`config.mk`:
```
export PLATFORM = sky130hd
export DESIGN_NAME = spi_byte_sequencer_flat
export DESIGN_NICKNAME = d
export VERILOG_FILES = /design/src/rtl/spi_byte_sequencer_if.sv /design/src/rtl/spi_byte_sequencer.sv /design/src/flat_wrapper.sv
export SDC_FILE = /design/constraint.sdc
export NUM_CORES = 1
export LEC_CHECK = 0
export ABC_AREA = 1
export CORE_ASPECT_RATIO = 1.25
export CORE_UTILIZATION = 40
export CTS_CLUSTER_SIZE = 8
export DETAILED_ROUTE_END_ITERATION = 16
export GPL_ROUTABILITY_DRIVEN = 0
export PLACE_DENSITY = 0.7
export SLEW_MARGIN = 20
export SYNTH_ARGS = -nofsm -noshare
export SYNTH_HDL_FRONTEND = slang
export SYNTH_SLANG_ARGS = --single-unit
```
`constraint.sdc`:
```
create_clock -name clk -period 2.37 [get_ports clk]
set_input_delay 0.474 -clock clk [delete_from_list [all_inputs] [get_ports clk]]
set_output_delay 0.474 -clock clk [all_outputs]
set_load 0.01 [all_outputs]
```
`src/rtl/spi_byte_sequencer_if.sv`:
```
// Handshake bundle between the byte sequencer and its environment (run control,
// SPI master start/done hand-off, and the run status outputs).
interface spi_byte_sequencer_if;
    logic       go;
    logic       spi_done;
    logic [7:0] spi_rx_data;
    logic       spi_start;
    logic [7:0] spi_tx_data;
    logic       busy;
    logic [7:0] byte_cnt;
    logic [7:0] err_cnt;
    logic       timeout;
    logic       run_done;
    logic       pass;
    logic       fail;

    // Sequencer side: drives the SPI master start/data and reports status.
    modport master (
        input  go, spi_done, spi_rx_data,
        output spi_start, spi_tx_data, busy, byte_cnt, err_cnt,
               timeout, run_done, pass, fail
    );

    // Environment side: requests runs and answers transfers.
    modport slave (
        output go, spi_done, spi_rx_data,
        input  spi_start, spi_tx_data, busy, byte_cnt, err_cnt,
               timeout, run_done, pass, fail
    );
endinterface

```
`src/rtl/spi_byte_sequencer.sv`:
```
// Burst controller for the SPI master: issues NUM_BYTES counted transfers with an
// idle gap, checks each received byte and produces a watchdog-protected verdict.
module spi_byte_sequencer #(
    parameter int         NUM_BYTES  = 4,
    parameter logic [7:0] EXP_DATA   = 8'h3C,
    parameter logic [7:0] TX_BASE    = 8'hA5,
    parameter int         GAP_CYCLES = 2,
    parameter int         TIMEOUT    = 1024
) (
    input  logic                 clk,
    input  logic                 rst,
    spi_byte_sequencer_if.master bus
);
    localparam int              WD_W     = $clog2(TIMEOUT);
    localparam logic [WD_W-1:0] WD_LAST  = WD_W'(TIMEOUT - 1);
    localparam logic [7:0]      IDX_LAST = 8'(NUM_BYTES - 1);
    localparam logic [7:0]      GAP_LAST = 8'((GAP_CYCLES > 0) ? GAP_CYCLES - 1 : 0);

    typedef enum logic [2:0] {
        S_IDLE,
        S_START,
        S_WAIT,
        S_GAP,
        S_FINISH
    } state_t;

    state_t          r_state;
    state_t          w_state_nxt;

    logic [7:0]      r_idx;
    logic [7:0]      r_gap;
    logic [WD_W-1:0] r_wd;
    logic            r_spi_start;
    logic [7:0]      r_tx_data;
    logic            r_busy;
    logic [7:0]      r_byte_cnt;
    logic [7:0]      r_err_cnt;
    logic            r_timeout;
    logic            r_run_done;
    logic            r_pass;
    logic            r_fail;

    logic [7:0]      w_idx_nxt;
    logic [7:0]      w_gap_nxt;
    logic [WD_W-1:0] w_wd_nxt;
    logic [7:0]      w_tx_nxt;
    logic [7:0]      w_byte_nxt;
    logic [7:0]      w_err_nxt;
    logic            w_to_nxt;
    logic            w_pass_nxt;
    logic            w_fail_nxt;

    always_ff @(posedge clk or negedge rst) begin
        if (!rst) begin
            r_state <= S_IDLE;
        end else begin
            r_state <= w_state_nxt;
        end
    end

    always_comb begin
        w_state_nxt = r_state;
        w_idx_nxt   = r_idx;
        w_gap_nxt   = r_gap;
        w_wd_nxt    = r_wd;
        w_tx_nxt    = r_tx_data;
        w_byte_nxt  = r_byte_cnt;
        w_err_nxt   = r_err_cnt;
        w_to_nxt    = r_timeout;
        w_pass_nxt  = r_pass;
        w_fail_nxt  = r_fail;

        case (r_state)
            S_IDLE: begin
                if (bus.go) begin
                    w_idx_nxt   = 8'd0;
                    w_byte_nxt  = 8'd0;
                    w_err_nxt   = 8'd0;
                    w_to_nxt    = 1'b0;
                    w_pass_nxt  = 1'b0;
                    w_fail_nxt  = 1'b0;
                    w_state_nxt = S_START;
                end
            end
            S_START: begin
                w_wd_nxt    = '0;
                w_state_nxt = S_WAIT;
            end
            S_WAIT: begin
                if (bus.spi_done) begin
                    w_byte_nxt = r_byte_cnt + 8'd1;
                    if ((bus.spi_rx_data != EXP_DATA) && (r_err_cnt != 8'hFF)) begin
                        w_err_nxt = r_err_cnt + 8'd1;
                    end
                    if (r_idx == IDX_LAST) begin
                        w_state_nxt = S_FINISH;
                    end else if (GAP_CYCLES == 0) begin
                        w_idx_nxt   = r_idx + 8'd1;
                        w_state_nxt = S_START;
                    end else begin
                        w_gap_nxt   = 8'd0;
                        w_state_nxt = S_GAP;
                    end
                end else if (r_wd == WD_LAST) begin
                    // Watchdog expiry: the WAIT state has lasted TIMEOUT cycles.
                    w_to_nxt    = 1'b1;
                    w_state_nxt = S_FINISH;
                end else begin
                    w_wd_nxt = r_wd + WD_W'(1);
                end
            end
            S_GAP: begin
                if (r_gap == GAP_LAST) begin
                    w_idx_nxt   = r_idx + 8'd1;
                    w_state_nxt = S_START;
                end else begin
                    w_gap_nxt = r_gap + 8'd1;
                end
            end
            S_FINISH: begin
                w_state_nxt = S_IDLE;
            end
            default: begin
                w_state_nxt = S_IDLE;
            end
        endcase

        // Verdict uses the counts as updated by the final transfer or the watchdog.
        if (w_state_nxt == S_FINISH) begin
            w_pass_nxt = (w_err_nxt == 8'd0) && !w_to_nxt;
            w_fail_nxt = !((w_err_nxt == 8'd0) && !w_to_nxt);
        end

        if (w_state_nxt == S_START) begin
            w_tx_nxt = TX_BASE + w_idx_nxt;
        end
    end

    // Outputs are registered from the next state so they line up with it.
    always_ff @(posedge clk or negedge rst) begin
        if (!rst) begin
            r_idx       <= 8'd0;
            r_gap       <= 8'd0;
            r_wd        <= '0;
            r_spi_start <= 1'b0;
            r_tx_data   <= 8'd0;
            r_busy      <= 1'b0;
            r_byte_cnt  <= 8'd0;
            r_err_cnt   <= 8'd0;
            r_timeout   <= 1'b0;
            r_run_done  <= 1'b0;
            r_pass      <= 1'b0;
            r_fail      <= 1'b0;
        end else begin
            r_idx       <= w_idx_nxt;
            r_gap       <= w_gap_nxt;
            r_wd        <= w_wd_nxt;
            r_spi_start <= (w_state_nxt == S_START);
            r_tx_data   <= w_tx_nxt;
            r_busy      <= (w_state_nxt != S_IDLE);
            r_byte_cnt  <= w_byte_nxt;
            r_err_cnt   <= w_err_nxt;
            r_timeout   <= w_to_nxt;
            r_run_done  <= (w_state_nxt == S_FINISH);
            r_pass      <= w_pass_nxt;
            r_fail      <= w_fail_nxt;
        end
    end

    assign bus.spi_start   = r_spi_start;
    assign bus.spi_tx_data = r_tx_data;
    assign bus.busy        = r_busy;
    assign bus.byte_cnt    = r_byte_cnt;
    assign bus.err_cnt     = r_err_cnt;
    assign bus.timeout     = r_timeout;
    assign bus.run_done    = r_run_done;
    assign bus.pass        = r_pass;
    assign bus.fail        = r_fail;
endmodule

```
`src/flat_wrapper.sv`:
```
// flat-port wrapper written by rule: the top's interface ports become plain ports
module spi_byte_sequencer_flat 
#(
    parameter int         NUM_BYTES  = 4,
    parameter logic [7:0] EXP_DATA   = 8'h3C,
    parameter logic [7:0] TX_BASE    = 8'hA5,
    parameter int         GAP_CYCLES = 2,
    parameter int         TIMEOUT    = 1024
)
  (clk, rst, bus_go, bus_spi_done, bus_spi_rx_data, bus_spi_start, bus_spi_tx_data, bus_busy, bus_byte_cnt, bus_err_cnt, bus_timeout, bus_run_done, bus_pass, bus_fail);
  spi_byte_sequencer_if bus_i ();
  input  logic clk;
  input  logic rst;
  input wire logic [$bits(bus_i.go)-1:0] bus_go;
  input wire logic [$bits(bus_i.spi_done)-1:0] bus_spi_done;
  input wire logic [$bits(bus_i.spi_rx_data)-1:0] bus_spi_rx_data;
  output wire logic [$bits(bus_i.spi_start)-1:0] bus_spi_start;
  output wire logic [$bits(bus_i.spi_tx_data)-1:0] bus_spi_tx_data;
  output wire logic [$bits(bus_i.busy)-1:0] bus_busy;
  output wire logic [$bits(bus_i.byte_cnt)-1:0] bus_byte_cnt;
  output wire logic [$bits(bus_i.err_cnt)-1:0] bus_err_cnt;
  output wire logic [$bits(bus_i.timeout)-1:0] bus_timeout;
  output wire logic [$bits(bus_i.run_done)-1:0] bus_run_done;
  output wire logic [$bits(bus_i.pass)-1:0] bus_pass;
  output wire logic [$bits(bus_i.fail)-1:0] bus_fail;
  assign bus_i.go = bus_go;
  assign bus_i.spi_done = bus_spi_done;
  assign bus_i.spi_rx_data = bus_spi_rx_data;
  assign bus_spi_start = bus_i.spi_start;
  assign bus_spi_tx_data = bus_i.spi_tx_data;
  assign bus_busy = bus_i.busy;
  assign bus_byte_cnt = bus_i.byte_cnt;
  assign bus_err_cnt = bus_i.err_cnt;
  assign bus_timeout = bus_i.timeout;
  assign bus_run_done = bus_i.run_done;
  assign bus_pass = bus_i.pass;
  assign bus_fail = bus_i.fail;
  spi_byte_sequencer #(.NUM_BYTES(NUM_BYTES), .EXP_DATA(EXP_DATA), .TX_BASE(TX_BASE), .GAP_CYCLES(GAP_CYCLES), .TIMEOUT(TIMEOUT)) u_core (.clk(clk), .rst(rst), .bus(bus_i));
endmodule
```
==> Word level (Yosys, flattened, before mapping) <==
Cells that the tools add are included.
{ "op_classes": {"n_reduce_logical": 16, "n_addsub": 6, "n_mux": 31, "n_eq_ne": 16} }
{ "ops": {"columns": ["op", "n"], "rows": [
  ["$mux W8", 10],
  ["$pmux W8 S2", 4],
  ["$add A8 B1 Y8 const B", 4],
  ["$mux W10", 2],
  ["$pmux W10 S2", 1],
  ["$mux W3", 5],
  ["$ne A2 B2 Y1 const B", 6],
  ["$pmux W3 S4", 1],
  ["$add A10 B1 Y10 const B", 1],
  ["$eq A10 B10 Y1 const B", 1],
  ["$reduce_bool A2 Y1", 5],
  ["$add A8 B8 Y8 const A", 1],
  ["$eq A8 B1 Y1 const B", 1],
  ["$eq A8 B2 Y1 const B", 1],
  ["$logic_not A8 Y1", 1],
  ["$ne A8 B6 Y1 const B", 1],
  ["$ne A8 B8 Y1 const B", 1],
  ["$mux W1", 7],
  ["$eq A3 B1 Y1 const B", 2],
  ["$eq A3 B2 Y1 const B", 2],
  ["$reduce_and A3 Y1", 2],
  ["$reduce_and A4 Y1", 1],
  ["$eq A3 B3 Y1 const B", 1],
  ["$logic_not A3 Y1", 1],
  ["5 further kinds", 7]
]} }
{ "totals": {"output_inout_bits": 30, "reg_bits": 59, "wordCells": 82, "inputBits": 12} }

==> Depth between registers and ports, before layout <==
{ "logic_depth": {"ltp_word": 9, "depth_mapped": 17, "depth_no_buf": 17} }

==> Worst setup path before layout <==
Ideal clock, no wire load.
{ "synth_timing": {"path_kind": "flip-flop to flip-flop", "from": "register u_core.r_gap[1]", "to": "register u_core.r_tx_data[6], in the netlist u_core.bus.spi_tx_data[6]", "arrival_time_ps": 1771, "n_path_buf": 0, "t_required_ps": 2253, "path_slack_ps": 482, "setup_time_ps": 117, "stages_incl_launch_ff": 17, "period_less_slack_ps": 1888, "cell_sequence": "dfrtp_1 > inv_1 > ha_1 > nand2_1 > nor2_1 > nand2_2 > nand2_4 > nand2_4 > nand2_1 > nand2_2 > ha_1 > inv_1 > nand2_1 > nand3_1 > nand3b_1 > nand3_1 > nand2_1"} }
{ "synth_via": {"elab_chain_len": 4, "word_cells_on_any_way": 7, "cone_classes": "1 x add/sub; 2 x eq/ne; 4 x mux"} }
{ "synth_lines": {"columns": ["item", "line_no", "text"], "rows": [
  ["start, declared", "spi_byte_sequencer.sv:31", "logic [7:0] r_gap;"],
  ["start signal, assigned", "spi_byte_sequencer.sv:156", "r_gap <= w_gap_nxt;"],
  ["$eq A8 B1 Y1", "spi_byte_sequencer.sv:113", "if (r_gap == GAP_LAST) begin"],
  ["$mux W8", "spi_byte_sequencer.sv:113", null],
  ["$pmux W8 S2", "spi_byte_sequencer.sv:73", "case (r_state)"],
  ["net u_core.w_idx_nxt[0]", "spi_byte_sequencer.sv:43", "logic [7:0] w_idx_nxt;"],
  ["$add A8 B8 Y8", "spi_byte_sequencer.sv:135", "w_tx_nxt = TX_BASE + w_idx_nxt;"],
  ["end signal, assigned", "spi_byte_sequencer.sv:159", "r_tx_data <= w_tx_nxt;"],
  ["end, declared", "spi_byte_sequencer.sv:34", "logic [7:0] r_tx_data;"]
]} }
The timed path passes the listed nets, and every way through them passes these cells.
A chain may end at the register's enable or synchronous reset.

==> Worst setup path after layout <==
Ends and elaborated chain as after synthesis.

==> results.cfg <==
[status]
outcome = finished clean

[timing]
timing.final.ws_setup_ns = 0.235
maxSlewHeadroom_pct = 71.2
worst_pin_slew_ns = 0.429
maxClockFrequency_mhz = 468
period_utilization_pct = 90.1
timing.final.setup_violations = 0
final.setup_skew_ns = 0.00729
final-max-slew-violation-count = 0
rsz0062_at_grt = false
hold_viol = 0
period_needed_ns = 2.13
setup_total_negative_slack_ns = 0

[detailed_routing]
detailed_route_via_count = 3251
detail_route.wirelength_um = 7860
drc_violations_left = 0
initialDrtViolationCount = 175
route.detailed.vias_per_inst = 4.97
ant_nets = 0
drtPass1Iterations = 4
post_drt_wl_per_cell_um = 12.0

[synth]
most_area_consuming_cells_after_synthesis = dfrtp_1, nand2_1, inv_1
synth_area_um2 = 3590
syn_nets = 497
ys_seq_elements = 59
synth-main-ff-cell = dfrtp_1
yosysWarningCount = 0
synth.lib_cells_used.distinct = 34
yosysTopAreaCell = dfrtp_1
synthesized_area_per_cell_um2 = 7.52
synth_seq_area_share_pct = 41.1
synth_cells = 478
netlist_top_cells_count = nand2_1, inv_1, dfrtp_1, nand3_1, nor2_1
synth-edff-count = 0
fraction_of_synthesis_flops_using_an_asynchronous_set_or_reset_pin_pct = 100
post-synth-top-count-cell = nand2_1
synth_top_cell_area_share_pct = 41.1

[grt]
wire_length_of_the_first_global_routing_pass_um = 13300
grt_usage_pct = 18.1
globalRoute.totalOverflow = 0
grt_pass1_vias = 3093
maximum_number_of_pins_on_one_net_before_global_route_repair = 52
antenna_violations_before_repair = 0

[pwr]
leakage_power_uw = 0.00212
p_per_cell_area_nw_per_um2 = 1010
max-vdd-ir-drop_mv = 0.570

[layout]
final_net_count = 549
final-seq-area_um2 = 1480
multiInputGateArea_um2 = 1770
antennaDiodeCount = 0
layoutNonFillerInstCount = 654
post_route_cells_drive_above_1_share_pct = 12.4
finish.utilization_pct = 49.7
syn_to_final_growth_pct = 20.4
post-route-cell-area_um2 = 4320
fillerInstances = 833

[job]
timing.max_cap.violations = 0

[critical_path]
critPathCapture = u_core.bus.spi_tx_data[6]
cp-start-kind = flip-flop
register_to_register_setup_slack_ns = 0.24
critical_path.startpoint = u_core.r_gap[1]
endpoint_kind = flip-flop
crit-reg2reg-launch = u_core.r_gap[1]
arrival_ns = 2.35
critical_path.max_fanout = 8
timing.rr.end = u_core.bus.spi_tx_data[6]
timing.setup.critical_path_class = flip-flop to flip-flop
worstPathRequired_ns = 2.59
r2r.worst_path.cells = 16

[clocking]
cts-root-to-sink-buffers = 2
clkSinkCount = 59
cts-hold-fix-buffers = 1
clock_tree_from_tritoncts = done
clock_tree.root_cell = clkbuf_8
clock_insertion_delay_worst_skew_ns = 0.33
cts.htree.levels = 3
cts.repair_timing.setup_buffer_count = 0
clk_transition_reported_paths_ns = 0.06
cts.repair.resized = 0
cts_buffers = 9

[floorplanning]
fp.dieH_um = 108
io_pins = 42
floorplan.die_area_um2 = 9370
effective_utilization_at_floorplan_pct = 41.3
placement_rows = 38
die_width_um = 86.8
core_um2 = 8700

[hold_path]
hold-path-cell-count = 2
hold_class = flip-flop to flip-flop

[placement]
io_buffers = 41
placed_cells = 638
dpl.hpwl_um = 5990
pre_cts_ws_ns = 0.0752
placedInstanceArea_um2 = 4150
==> critical path: stages, from the launching register on <==
cell and delay (ns):
dfrtp_1 0.40, inv_1 0.09, ha_1 0.18, nand2_2 0.10
nor2_8 0.21, nand2_1 0.12, inv_1 0.07, nand2_1 0.08
nand2_2 0.10, ha_1 0.17, inv_1 0.04, nand2_1 0.10
nand3_1 0.12, nand2_1 0.08, nand2_1 0.05, nand3_1 0.06
nand2_1 0.05
==> registers in the layout, summed over array words and instances, names as in the netlist <==
register,flops
u_core.r_state,3
u_core.bus.pass,1
u_core.bus.timeout,1
u_core.bus.err_cnt,8
u_core.bus.spi_start,1
u_core.bus.busy,1
u_core.bus.run_done,1
u_core.r_idx,8
u_core.bus.fail,1
u_core.bus.byte_cnt,8
u_core.r_gap,8
u_core.r_wd,10
u_core.bus.spi_tx_data,8
==> worst min-delay path by stage <==
stage / start / endpoint / slack [ns]
after floorplan: rst / u_core.bus.busy / 0.18
after CTS: u_core.bus.spi_tx_data[4] / u_core.bus.spi_tx_data[4] / 0.49
after global placement: rst / u_core.r_gap[0] / 0.35
final: u_core.bus.spi_tx_data[4] / u_core.bus.spi_tx_data[4] / 0.48
after global routing: u_core.bus.spi_tx_data[7] / u_core.bus.spi_tx_data[7] / 0.50
after detailed placement: rst / u_core.r_gap[0] / 0.36
==> routing by layer <==
metal  up-vias  routed length (µm)  GRT usage (%)
met3        15                 296           3.82
met5         -                   0              0
met1      1525                3400           21.1
li1       1641                   -              -
met2        70                3970           31.9
met4         0                 193           8.10
==> kinds of logic (layout without fill, tap and decap cells) <==
family,count (synthesis),in the layout,share of synthesized area (%)
compound gates,47,47,7.35
flops,59,59,41.1
buf+inv,85,141,9.68
fa+ha+maj,7,7,2.44
simple gates,274,274,38.0
xor+xnor,6,6,1.46
==> cell type report <==
| class | instances | share of cell area [%] |
|---|---|---|
| Multi-Input combinational cell | 334 | 40.9 |
| Sequential cell | 59 | 34.1 |
| Timing Repair Buffer | 49 | 11.1 |
| Inverter | 77 | 6.68 |
| Tap cell | 120 | 3.47 |
| Clock buffer | 12 | 3.36 |
| Clock inverter | 3 | 0.347 |
==> where the power goes <==
part           leakage, µW  switching (µW)  internal [µW]  total [µW]
clock network    0.0000860             362            397         759
logic              0.00125            1340            821        2160
registers         0.000781             206           1250        1450
==> layout by cell type (no fill, tap or decap), types with 2 or more instances in the layout <==
| cell type | count |
|---|---|
| clkinv_2 | 3 |
| buf_4 | 6 |
| nand3_1 | 51 |
| nand2_4 | 5 |
| clkbuf_8 | 10 |
| clkdlybuf4s50_1 | 40 |
| clkbuf_1 | 2 |
| nor2_1 | 36 |
| nor4_1 | 2 |
| nand3_2 | 3 |
| o21ai_1 | 3 |
| nand2_1 | 122 |
| xnor2_1 | 2 |
| and3_1 | 3 |
| inv_1 | 69 |
| dfrtp_1 | 59 |
| nand2_2 | 9 |
| nor2_4 | 6 |
| nand4_1 | 12 |
| o21ai_0 | 14 |
| nor3_1 | 9 |
| inv_2 | 8 |
| ha_1 | 7 |
| a31oi_1 | 3 |
| nor2_8 | 2 |
| nand3b_1 | 3 |
| xor2_1 | 4 |
| nor3_2 | 6 |
| nor2_2 | 5 |
| a21oi_1 | 20 |
==> through the flow <==
step	total power [µW]	hold slack [ns]
2_1_floorplan	2950	0.178
3_3_place_gp	3580	0.354
3_5_place_dp	3630	0.356
4_1_cts	4420	0.492
5_1_grt	4760	0.500
6_report	4370	0.483
(Power assumes the default switching activity.)
